==> src/rtl/pulse_stretch_multi.sv <==
// Multi-channel programmable pulse stretcher: level/edge trigger, retriggerable or one-shot,
// optional hold-off, with a one-cycle flag for every ignored trigger.
module pulse_stretch_multi #(
  parameter int unsigned NUM_CH = 4,
  parameter int unsigned CNT_W  = 6
) (
  input  logic              clk,
  input  logic              resetn,
  input  logic              en,
  input  logic [CNT_W-1:0]  stretch_len,
  input  logic [CNT_W-1:0]  holdoff_len,
  input  logic [NUM_CH-1:0] edge_mode,
  input  logic [NUM_CH-1:0] retrig_en,
  input  logic [NUM_CH-1:0] sync_in,
  output logic [NUM_CH-1:0] sync_out,
  output logic [NUM_CH-1:0] busy,
  output logic [NUM_CH-1:0] missed
);

  typedef enum logic [1:0] {StIdle, StActive, StHoldoff} state_e;

  logic [NUM_CH-1:0] sync_in_q;
  logic [NUM_CH-1:0] trig;

  // History register runs regardless of en so edge detection is valid right after enable.
  always_ff @(posedge clk or negedge resetn) begin
    if (!resetn) begin
      sync_in_q <= '0;
    end else begin
      sync_in_q <= sync_in;
    end
  end

  assign trig = (edge_mode & sync_in & ~sync_in_q) | (~edge_mode & sync_in);

  for (genvar c = 0; c < NUM_CH; c++) begin : g_ch
    state_e           state_q;
    logic [CNT_W-1:0] cnt_q;
    logic [CNT_W-1:0] len_q;
    logic [CNT_W-1:0] hold_q;
    logic             out_q;
    logic             busy_q;
    logic             miss_q;
    logic [CNT_W-1:0] len_last;

    // A latched length of 0 behaves as 1.
    assign len_last = (len_q == '0) ? '0 : len_q - CNT_W'(1);

    always_ff @(posedge clk or negedge resetn) begin
      if (!resetn) begin
        state_q <= StIdle;
        cnt_q   <= '0;
        len_q   <= '0;
        hold_q  <= '0;
        out_q   <= 1'b0;
        busy_q  <= 1'b0;
        miss_q  <= 1'b0;
      end else begin
        miss_q <= 1'b0;
        if (!en) begin
          state_q <= StIdle;
          cnt_q   <= '0;
          out_q   <= 1'b0;
          busy_q  <= 1'b0;
        end else begin
          unique case (state_q)
            StIdle: begin
              if (trig[c]) begin
                state_q <= StActive;
                cnt_q   <= '0;
                len_q   <= stretch_len;
                out_q   <= 1'b1;
                busy_q  <= 1'b1;
              end
            end
            StActive: begin
              if (trig[c] && retrig_en[c]) begin
                cnt_q <= '0;
                len_q <= stretch_len;
              end else begin
                // An ignored one-shot trigger still lets the count run out.
                if (trig[c]) miss_q <= 1'b1;
                if (cnt_q == len_last) begin
                  out_q <= 1'b0;
                  cnt_q <= '0;
                  if (holdoff_len != '0) begin
                    state_q <= StHoldoff;
                    hold_q  <= holdoff_len;
                  end else begin
                    state_q <= StIdle;
                    busy_q  <= 1'b0;
                  end
                end else begin
                  cnt_q <= cnt_q + CNT_W'(1);
                end
              end
            end
            StHoldoff: begin
              miss_q <= trig[c];
              if (cnt_q == hold_q - CNT_W'(1)) begin
                state_q <= StIdle;
                busy_q  <= 1'b0;
                cnt_q   <= '0;
              end else begin
                cnt_q <= cnt_q + CNT_W'(1);
              end
            end
            default: begin
              state_q <= StIdle;
              out_q   <= 1'b0;
              busy_q  <= 1'b0;
            end
          endcase
        end
      end
    end

    assign sync_out[c] = out_q;
    assign busy[c]     = busy_q;
    assign missed[c]   = miss_q;
  end

endmodule

==> config.mk <==
export PLATFORM = sky130hd
export DESIGN_NAME = pulse_stretch_multi
export DESIGN_NICKNAME = d
export VERILOG_FILES = /design/src/rtl/pulse_stretch_multi.sv
export SDC_FILE = /design/constraint.sdc
export NUM_CORES = 1
export LEC_CHECK = 0
export ABC_AREA = 1
export CORE_MARGIN = 10
export CORE_UTILIZATION = 30
export DETAILED_ROUTE_END_ITERATION = 8
export PLACE_DENSITY = 0.46
export SYNTH_ARGS = -nofsm -noshare
export SYNTH_HDL_FRONTEND = slang
export SYNTH_SLANG_ARGS = --single-unit
==> constraint.sdc <==
create_clock -name clk -period 4.7 [get_ports clk]
set_input_delay 0.94 -clock clk [delete_from_list [all_inputs] [get_ports clk]]
set_output_delay 0.94 -clock clk [all_outputs]
set_load 0.05 [all_outputs]
==> results.tsv, run 1 <==
stage	metric	value	unit
outcome	status	finished, final reports clean	
worst_setup_path	CP Class	in -> reg	
clock_network	clock root buffer	clkbuf_16	
final_layout	FF/Latch Area	0.00240	mm²
floorplan	die width	166	µm
timing	final hold vios	0	
detailed_routing	DR DRC count	0	
detailed_routing	vias per cell	4.53	
clock_network	post_cts resized	0	
power	P_leak	0.00347	µW
clock_network	CTS tree	yes	
placed_design	pre-CTS WS	1730	ps
detailed_routing	DRT Wirelength	15900	µm
final_layout	Filler cells	2282	
floorplan	Row Count	53	
power	PnR Total Power	4340	µW
global_routing	met2 Track Usage GR	17.4	%
worst_setup_path	Reg-to-Reg End	g_ch[0].hold_q[0]	
global_routing	GRT met1 Usage	16.7	%
power	peak supply drop	185	µV
clock_network	H-tree level count	3	
clock_network	total CTS buffers	9	
timing	final worst path period need	2610	ps
synthesis	Synth Area in Simple Gates	32.1	%
synthesis	sequential fraction of the synthesis area	37.7	%
worst_setup_path	worst flop-to-flop path startpoint	g_ch[0].len_q[0]	
synthesis	Synth Instances	877	
worst_setup_path	Crit Path Max Fanout	12	
synthesis	largest family of logic cells by synthesized area	simple AND/OR/NAND/NOR gates	
global_routing	met3 usage	1.94	%
detailed_routing	via count	5347	
timing	Final Max Slew Viols	0	
synthesis	Yosys reg bits	96	
floorplan	die footprint	0.0275	mm²
floorplan	die height	166	µm
synthesis	Mapped Nets	929	
min_path	WHS Path Cells	2	
floorplan	Initial Util	30.4	%
timing	Fin Setup TNS	0	ps
synthesis	Cell variety after synth	39	
clock_network	Hold-fix buffers, CTS	0	
final_layout	Antenna Cells	0	
timing	skew final	5.84	ps
synthesis	post-synthesis compound-gate area fraction	9.77	%
worst_setup_path	CP Capture Type	flop	
clock_network	clock-pin slew on the worst setup and hold paths	70	ps
placed_design	HPWL after detailed placement	12100	µm
timing	RSZ-0062 raised after global routing	false	
worst_setup_path	CP required	4930	ps
worst_setup_path	WP data arrival	2840	ps
placed_design	GPL Wtd Cong	0.764	
detailed_routing	DRT Pass-1 Iters	5	
global_routing	vias in the first global route	5194	
synthesis	Post-Synth XOR/XNOR Area	5.91	%
global_routing	largest net degree at the start of global routing	44	
final_layout	proportion of layout cells with a drive suffix above 1	7.28	%
synthesis	Top FF cell, synth	dfrtp_1	
final_layout	Syn-to-layout area delta	13.5	%
timing	Final WS setup	2090	ps
floorplan	Core ar.	0.0210	mm²
synthesis	post-synthesis mux area share	0	%
detailed_routing	Starting DRT DRC Count	293	
synthesis	syn_area_per_cell	7.27	µm²
timing	Slew HR	38.9	%
final_layout	multi-input logic area	0.00336	mm²
worst_setup_path	r2r setup slk	2310	ps
min_path	Hold Path End	g_ch[0].busy_q	
power	power per cell area	599	mW/mm²
synthesis	EDFF count, synth	0	
synthesis	Post-Synth Adder-Cell Area	4.91	%
floorplan	I/O Pins	39	
worst_setup_path	reg2reg path depth	13	
synthesis	Post-synth ARST share	100	%
timing	Final setup viols	0	
synthesis	Synth Cell Area	0.00638	mm²
timing	f_max	383	MHz
final_layout	Final nets	955	
global_routing	global routing's busiest layer	met2	
clock_network	Longest Clk Path Bufs	2	
timing	worst-margin pin slew	916	ps
clock_network	Post-CTS Setup Repair Bufs	0	
global_routing	grt total ovfl	0	
min_path	Worst Hold Class	reg -> reg	
synthesis	YS warnings	0	
detailed_routing	post-route ant nets	0	
worst_setup_path	crit start category	input port	
timing	period utilisation layout	55.5	%
placed_design	PortBufs	38	
detailed_routing	WL/cell	13.4	µm
job	MaxCap Viol Count	0	
clock_network	clock latency on the worst-skew pair	350	ps
global_routing	Tot GR Track Use	11.7	%
clock_network	clock sinks	96	
min_path	HP Start	g_ch[0].busy_q	
global_routing	first-pass GRT wire length	26800	µm
global_routing	initial antenna violation count	0	
-- cell families (layout without fill, tap and decap cells) --
| logic type | Yosys count | after routing |
|---|---|---|
| xor gates and xnor gates | 43 | 43 |
| buffers and inverters | 146 | 175 |
| adders and majority gates | 25 | 25 |
| AOI/OAI and AO/OA | 107 | 107 |
| DFF | 96 | 96 |
| and+or+nand+nor | 460 | 460 |
-- metal layers --
layer | up-vias | wire length, µm | part of all wire [%]
li1 | 2838 | - | -
met1 | 2431 | 8210 | 52
met2 | 59 | 6960 | 44
met3 | 19 | 485 | 3.1
met4 | 0 | 213 | 1.3
met5 | - | 0 | 0
-- registers in the layout, summed over array words and instances, names as in the netlist --
signal,cells
g_ch.cnt_q,24
g_ch.hold_q,24
g_ch.len_q,24
g_ch.state_q,8
g_ch.busy_q,4
g_ch.miss_q,4
g_ch.out_q,4
sync_in_q,4
-- metrics by stage --
step | std cells | util [%] | area, µm² | hold WS (ps)
floorplan | 877 | - | 6380 | 443
global placement | 1167 | 33.2 | 6960 | 461
detailed placement | 1167 | 33.2 | 6960 | 462
CTS | 1181 | 34.5 | 7230 | 480
global route | 1181 | 34.5 | 7230 | 483
finish | 1181 | 34.5 | 7230 | 473
-- power breakdown --
part | leakage [µW] | total [µW] | switching, µW | internal, µW
Combinational | 0.00206 | 2290 | 1440 | 850
Clock | 0.000141 | 728 | 325 | 403
Sequential | 0.00127 | 1320 | 249 | 1070
-- final cells by class --
cell class                 count  share of cell area (%)
multi-input combinational    635                    46.5
sequential                    96                    33.2
inverter                     120                    6.23
timing repair buffer          41                    5.53
tap                          275                    4.76
clock buffer                   9                    3.11
clock inverter                 5                   0.692
-- worst max path at each step --
stage	slack [ps]	depth (start not counted)	start	endpoint
floorplan	2600	8	en	g_ch[2].cnt_q[2]
global placement	1830	8	holdoff_len[0]	g_ch[3].hold_q[0]
detailed placement	1730	8	holdoff_len[2]	g_ch[3].hold_q[2]
CTS	2090	7	en	g_ch[2].hold_q[4]
global route	1920	8	holdoff_len[2]	g_ch[3].hold_q[2]
finish	2090	8	holdoff_len[2]	g_ch[3].hold_q[2]
-- cell usage after synthesis, types with 2 or more instances --
cell type	instances	area [µm²]
ha_1	25	313
nand4_1	21	131
clkbuf_1	9	33.8
nand3b_1	3	22.5
xor2_1	23	201
nand4_2	2	25.0
inv_1	120	450
buf_6	2	22.5
o21ai_0	42	210
or2_2	3	18.8
nor2_4	2	22.5
nor2_2	10	62.6
nand2_1	260	976
nand3_2	4	40.0
nand3_1	77	385
o21ai_1	22	110
buf_4	12	90.1
a31oi_1	2	12.5
o21bai_2	2	22.5
buf_2	3	15.0
nand3_4	2	35.0
a21oi_1	17	85.1
o21ai_2	13	114
nand2_2	10	62.6
nor3_1	9	45.0
xnor2_1	20	175
o21bai_1	2	15.0
nor2_1	54	203
dfrtp_1	96	2400
-- layout by cell type (no fill, tap or decap), types with 2 or more instances in the layout --
cell type        Yosys  final
nand2_1            260    260
inv_1              120    120
dfrtp_1             96     96
nand3_1             77     77
nor2_1              54     54
o21ai_0             42     42
clkdlybuf4s50_1      0     37
ha_1                25     25
xor2_1              23     23
o21ai_1             22     22
nand4_1             21     21
xnor2_1             20     20
a21oi_1             17     17
o21ai_2             13     13
nor2_2              10     10
nand2_2             10     10
nor3_1               9      9
clkbuf_16            0      9
nand3_2              4      4
clkinv_2             0      4
buf_4               12      4
nand3b_1             3      3
or2_2                3      3
nor2_4               2      2
nand3_4              2      2
o21bai_1             2      2
a31oi_1              2      2
o21bai_2             2      2
nand4_2              2      2
-- worst max-delay path, cell delays in order --
cell and delay, ps:
clkdlybuf4s50_1 510, inv_1 150, nand4_1 130, o31ai_1 70, inv_1 310, nand4_1 450
nand2_1 180, o21ai_1 80
No activity file was read; power rests on OpenSTA's default activity.
==> run 2, diff against run 1 <==
--- a/config.mk
+++ b/config.mk
@@ -9,7 +9,7 @@
 export CORE_MARGIN = 10
 export CORE_UTILIZATION = 30
 export DETAILED_ROUTE_END_ITERATION = 8
-export PLACE_DENSITY = 0.46
+export PLACE_DENSITY = 0.48
 export SYNTH_ARGS = -nofsm -noshare
 export SYNTH_HDL_FRONTEND = slang
 export SYNTH_SLANG_ARGS = --single-unit
==> constraint.sdc (replaced) <==
create_clock -name clk -period 2.34 [get_ports clk]
set_input_delay 0.468 -clock clk [delete_from_list [all_inputs] [get_ports clk]]
set_output_delay 0.468 -clock clk [all_outputs]
set_load 0.05 [all_outputs]
==> run 2 against run 1 <==
Against the previous run:
- total power is 110% higher
- via count grew 1.6%
- critical path depth increased by 5
- die area did not move
- clock power rose by 130%
- cell count increased by 1.9%
- setup slack lost 1800 ps
- non-clock buffer count increased by 21
- design area increased by 3.9%
- routed wire length is 0.75% higher
- critical path type is now reg -> reg
- global-route usage down 0.064 points
- sequential power rose by 100%
==> results.tsv, run 2 (synthesis results as in run 1) <==
stage	metric	value	unit	change
clock_network	CTS tree	yes		
placed_design	PortBufs	38		unchanged
clock_network	clock sinks	96		unchanged
detailed_routing	post-route ant nets	0		unchanged
worst_setup_path	WP data arrival	2310	ps	-530 ps
worst_setup_path	crit start category	flop		
timing	final hold slack	91.2	ps	-382 ps
detailed_routing	WL/cell	13.3	µm	-1.2%
floorplan	Core ar.	0.0210	mm²	unchanged
timing	Slew HR	63.1	%	+24 points
global_routing	initial antenna violation count	0		unchanged
clock_network	total CTS buffers	9		unchanged
floorplan	Initial Util	30.4	%	unchanged
floorplan	I/O Pins	39		unchanged
final_layout	Antenna Cells	0		unchanged
detailed_routing	via count	5432		+1.6%
clock_network	clock latency on the worst-skew pair	360	ps	about the same
global_routing	first-pass GRT wire length	26600	µm	-0.70%
global_routing	Tot GR Track Use	11.6	%	-0.064 points
placed_design	HPWL after detailed placement	12400	µm	+2.8%
worst_setup_path	CP Class	reg -> reg		
clock_network	clock-pin slew on the worst setup and hold paths	70	ps	about the same
power	peak supply drop	436	µV	+140%
floorplan	die footprint	0.0275	mm²	unchanged
worst_setup_path	reg2reg path depth	13		unchanged
clock_network	clock root buffer	clkbuf_16		
final_layout	Filler cells	2294		+0.53%
timing	Fin Setup TNS	0	ps	unchanged
timing	Final Max Slew Viols	0		unchanged
worst_setup_path	CP Capture Type	flop		
timing	skew final	8.42	ps	+2.59 ps
placed_design	pre-CTS WS	16.8	ps	-1710 ps
final_layout	fin cells	1204		+1.9%
outcome	status	finished, final reports clean		
timing	RSZ-0062 raised after global routing	false		
timing	period utilisation layout	88.0	%	
worst_setup_path	CP required	2590	ps	-2340 ps
min_path	Worst Hold Class	in -> async		
timing	final worst path period need	2060	ps	
final_layout	fin util	35.9	%	+1.3 points
global_routing	vias in the first global route	5287		+1.8%
timing	f_max	486	MHz	
final_layout	Syn-to-layout area delta	17.8	%	
power	P_leak	0.00363	µW	+4.4%
worst_setup_path	r2r setup slk	280	ps	-2030 ps
floorplan	die height	166	µm	unchanged
global_routing	grt total ovfl	0		unchanged
clock_network	H-tree level count	3		unchanged
clock_network	Hold-fix buffers, CTS	0		unchanged
final_layout	Final nets	976		+2.2%
global_routing	largest net degree at the start of global routing	41		-6.8%
clock_network	Longest Clk Path Bufs	2		unchanged
floorplan	die width	166	µm	unchanged
timing	worst-margin pin slew	553	ps	-363 ps
detailed_routing	Starting DRT DRC Count	310		+5.8%
final_layout	top flop regs	g_ch.cnt_q: 24 flops, g_ch.hold_q: 24 flops, g_ch.len_q: 24 flops		
final_layout	proportion of layout cells with a drive suffix above 1	9.69	%	+2.4 points
placed_design	placed cell count	1188		+1.8%
job	MaxCap Viol Count	0		unchanged
detailed_routing	DRT Wirelength	16000	µm	+0.75%
floorplan	Row Count	53		unchanged
timing	Final setup viols	0		unchanged
timing	final hold vios	0		unchanged
final_layout	commonest non-fill, non-tap cells in the layout	260 x nand2_1, 120 x inv_1, 96 x dfrtp_1, 77 x nand3_1, 53 x nor2_1		
power	power per cell area	1200	mW/mm²	+100%
placed_design	GPL Wtd Cong	0.825		+8.1%
detailed_routing	DRT Pass-1 Iters	5		unchanged
final_layout	commonest non-fill, non-tap cell in the layout	nand2_1		
worst_setup_path	Crit Path Max Fanout	8		-4
detailed_routing	vias per cell	4.51		-0.35%
timing	Final WS setup	281	ps	-1810 ps
detailed_routing	DR DRC count	0		unchanged
[run 2: cell types whose count changed in the layout (fill, tap and decap cells not counted), sizes merged]
cell	before	now
bufinv	1	2
buf	4	25
clkbuf	9	11
clkinv	4	3
[run 2: layout make-up]
class	count	area [µm²]	share of cell area (%)
multi-input cells	635	3360	44.8
flip-flops and latches	96	2400	32.0
repair buffers	62	621	8.26
inverters	120	450	6.00
well taps	275	344	4.58
clock buffers	11	253	3.36
clock inverters	5	78.8	1.05
[run 2: worst max-delay path, cell delays in order (launching register included)]
cell and delay (ps):
dfrtp_1 380, inv_1 80, ha_1 170, inv_1 60, nor2_2 130, nand3_2 170, nand3_1 110, nand3_1 80
nor2_1 220, nand2_1 140, nand3_1 160, nand2_1 130, nand2_1 80, o21ai_1 50
[run 2: report_power, final]
part / switching (µW) / total [µW] / internal, µW
clock: 678 / 1670 / 994
sequential: 503 / 2650 / 2140
combinational: 2900 / 4700 / 1790
[run 2: per-layer routing]
layer / wire length [µm] / vias up / share of wire [%] / global-route usage [%]
li1: - / 2882 / - / -
met1: 8110 / 2481 / 51 / 15.5
met2: 7250 / 56 / 45 / 18.6
met3: 451 / 13 / 2.8 / 2.44
met4: 181 / 0 / 1.1 / 3.12
met5: 0 / - / 0 / 0
[run 2: metrics by stage]
step,area [µm²],total power [µW]
2_1_floorplan,6380,6340
3_3_place_gp,7180,7400
3_5_place_dp,7180,7410
4_1_cts,7510,9140
5_1_grt,7510,9930
6_report,7510,9020
[run 2: final timing paths]
kind                                       start            endpoint
worst max-delay path            g_ch[2].len_q[0]  g_ch[2].state_q[0]
worst min-delay path                      resetn        sync_in_q[0]
worst max register to register  g_ch[2].len_q[0]  g_ch[2].state_q[0]
worst min register to register    g_ch[3].busy_q      g_ch[3].busy_q
max in group asynchronous                 resetn    g_ch[2].cnt_q[4]
min in group clk                  g_ch[3].busy_q      g_ch[3].busy_q
[run 2: what timing repair did]
item | in CTS | in global routing
setup buffers | 0 | 0
gates resized for setup | 0 | 1
setup endpoints to repair | 0 | 6
==> run 3, diff against run 2 <==
--- a/config.mk
+++ b/config.mk
@@ -6,7 +6,7 @@
 export NUM_CORES = 1
 export LEC_CHECK = 0
 export ABC_AREA = 1
-export CORE_MARGIN = 10
+export CORE_MARGIN = 2
 export CORE_UTILIZATION = 30
 export DETAILED_ROUTE_END_ITERATION = 8
 export PLACE_DENSITY = 0.48
==> run 3 against run 2 <==
Against the previous run:
- utilization decreased by 0.13 points
- routed wire length decreased by 3.2%
- setup slack improved by 37 ps
- design area decreased by 0.37%
- combinational power about the same
- non-clock buffer count decreased by 3
- total power decreased by 0.99%
==> results.tsv, run 3 (synthesis results as in run 1) <==
stage	metric	value	unit	change
outcome	status	finished, final reports clean		
placed_design	pre-CTS WS	-0.536	ps	-17.3 ps
timing	Final WS setup	318	ps	+37.2 ps
min_path	Worst Hold Class	in -> async		
timing	Final setup viols	0		unchanged
detailed_routing	post-route ant nets	0		unchanged
global_routing	grt total ovfl	0		unchanged
placed_design	PortBufs	38		unchanged
clock_network	CTS tree	yes		
timing	period utilisation layout	86.4	%	-1.6 points
final_layout	Syn-to-layout area delta	17.4	%	
worst_setup_path	crit start category	flop		
final_layout	Filler cells	2297		+0.13%
placed_design	HPWL after detailed placement	11700	µm	-6.0%
timing	RSZ-0062 raised after global routing	false		
detailed_routing	DRT Pass-1 Iters	5		unchanged
timing	worst-margin pin slew	501	ps	-52.0 ps
floorplan	Row Count	53		unchanged
worst_setup_path	Reg-to-Reg End	g_ch[2].state_q[0]		
global_routing	largest net degree at the start of global routing	65		+59%
clock_network	clock root buffer	clkbuf_16		
clock_network	H-tree level count	3		unchanged
detailed_routing	DRT Wirelength	15500	µm	-3.2%
clock_network	Hold-fix buffers, CTS	0		unchanged
power	PnR Total Power	8930	µW	-0.99%
final_layout	fin cells	1200		-0.33%
final_layout	proportion of layout cells with a drive suffix above 1	9.30	%	-0.39 points
worst_setup_path	Crit Path Max Fanout	8		unchanged
floorplan	die footprint	0.0224	mm²	-18%
final_layout	Antenna Cells	0		unchanged
floorplan	die width	150	µm	-9.7%
clock_network	clock sinks	96		unchanged
timing	Slew HR	66.5	%	+3.4 points
clock_network	clock latency on the worst-skew pair	350	ps	about the same
timing	final hold vios	0		unchanged
final_layout	commonest non-fill, non-tap cell in the layout	nand2_1		
power	peak supply drop	403	µV	-7.5%
global_routing	Tot GR Track Use	15.0	%	+3.3 points
final_layout	multi-input logic area	0.00338	mm²	+0.60%
detailed_routing	Starting DRT DRC Count	229		-26%
floorplan	die height	150	µm	-9.7%
power	power per cell area	1190	mW/mm²	-0.62%
floorplan	Initial Util	30.4	%	unchanged
timing	final worst path period need	2020	ps	-37.2 ps
worst_setup_path	r2r setup slk	320	ps	+40 ps
global_routing	first-pass GRT wire length	26400	µm	-1.1%
final_layout	commonest non-fill, non-tap cells in the layout	260 x nand2_1, 120 x inv_1, 96 x dfrtp_1, 77 x nand3_1, 53 x nor2_1		
timing	f_max	495	MHz	+1.8%
worst_setup_path	CP required	2580	ps	about the same
floorplan	Core ar.	0.0210	mm²	unchanged
final_layout	top flop regs	g_ch.cnt_q: 24 flops, g_ch.hold_q: 24 flops, g_ch.len_q: 24 flops		
timing	Final Max Slew Viols	0		unchanged
job	MaxCap Viol Count	0		unchanged
power	P_leak	0.00360	µW	-0.65%
clock_network	Longest Clk Path Bufs	2		unchanged
worst_setup_path	CP Capture Type	flop		
global_routing	initial antenna violation count	0		unchanged
timing	skew final	5.92	ps	-2.50 ps
worst_setup_path	WP data arrival	2260	ps	-50 ps
floorplan	I/O Pins	39		unchanged
clock_network	total CTS buffers	9		unchanged
worst_setup_path	CP Class	reg -> reg		
final_layout	FF/Latch Area	0.00240	mm²	unchanged
placed_design	placed cell count	1185		-0.25%
final_layout	Final nets	973		-0.31%
detailed_routing	vias per cell	4.46		-1.1%
clock_network	clock-pin slew on the worst setup and hold paths	70	ps	about the same
detailed_routing	DR DRC count	0		unchanged
clock_network	Post-CTS Setup Repair Bufs	0		unchanged
clock_network	post_cts resized	0		unchanged
detailed_routing	WL/cell	12.9	µm	-2.9%
detailed_routing	via count	5352		-1.5%
worst_setup_path	reg2reg path depth	15		+2
global_routing	vias in the first global route	5142		-2.7%
placed_design	GPL Wtd Cong	0.785		-4.9%
worst_setup_path	worst flop-to-flop path startpoint	g_ch[2].len_q[0]		
==> run 3: layout make-up <==
class,count,area share [%]
timing repair buffer,59,7.99
multi-input combinational,635,45.2
tap,275,4.60
inverter,120,6.02
clock inverter,3,0.535
sequential,96,32.1
clock buffer,12,3.56
==> run 3: power breakdown <==
part           internal (µW)  total (µW)  switching [µW]
clock                    908        1580             669
combinational           1800        4720            2920
sequential              2140        2630             486
total                   4850        8930            4070
==> run 3: worst max-delay path: stages, from the launching register on <==
cell and delay (ps):
dfrtp_1 380, inv_1 80, ha_1 170, inv_1 70, nor2_2 170, nand3_4 140
nand2_1 80, nand2_1 50, nand2_1 60, nand3_1 70, nor2_2 120, nand2_1 100
nand3_1 160, nand2_1 130, nand2_1 70, o21ai_1 50
==> run 3: worst max path at each step <==
stage	from	end	slack, ps	cells past startpoint
CTS	g_ch[2].len_q[0]	g_ch[2].state_q[0]	230	15
global route	g_ch[2].len_q[0]	g_ch[2].out_q	10	13
detailed placement	en	g_ch[2].cnt_q[2]	-0.5	10
floorplan	g_ch[1].len_q[0]	g_ch[1].hold_q[2]	450	14
global placement	en	g_ch[2].cnt_q[5]	30	10
finish	g_ch[2].len_q[0]	g_ch[2].state_q[0]	320	15
==> run 3: through the flow <==
stage	hold slack [ps]	setup TNS [ps]	util, %	cell area, µm²
after global placement	462	0	34.2	7160
after global routing	137	0	35.7	7490
final	106	0	35.7	7490
after detailed placement	464	-0.536	34.2	7160
after CTS	124	0	35.6	7460
after floorplan	172	0	-	6380
==> run 3: layer usage <==
metal	vias up	track usage, %	share of wire [%]
met3	7	3.35	3.2
met5	-	0	0
met1	2412	21.6	51
li1	2882	-	-
met4	0	2.92	0.76
met2	51	23.1	45
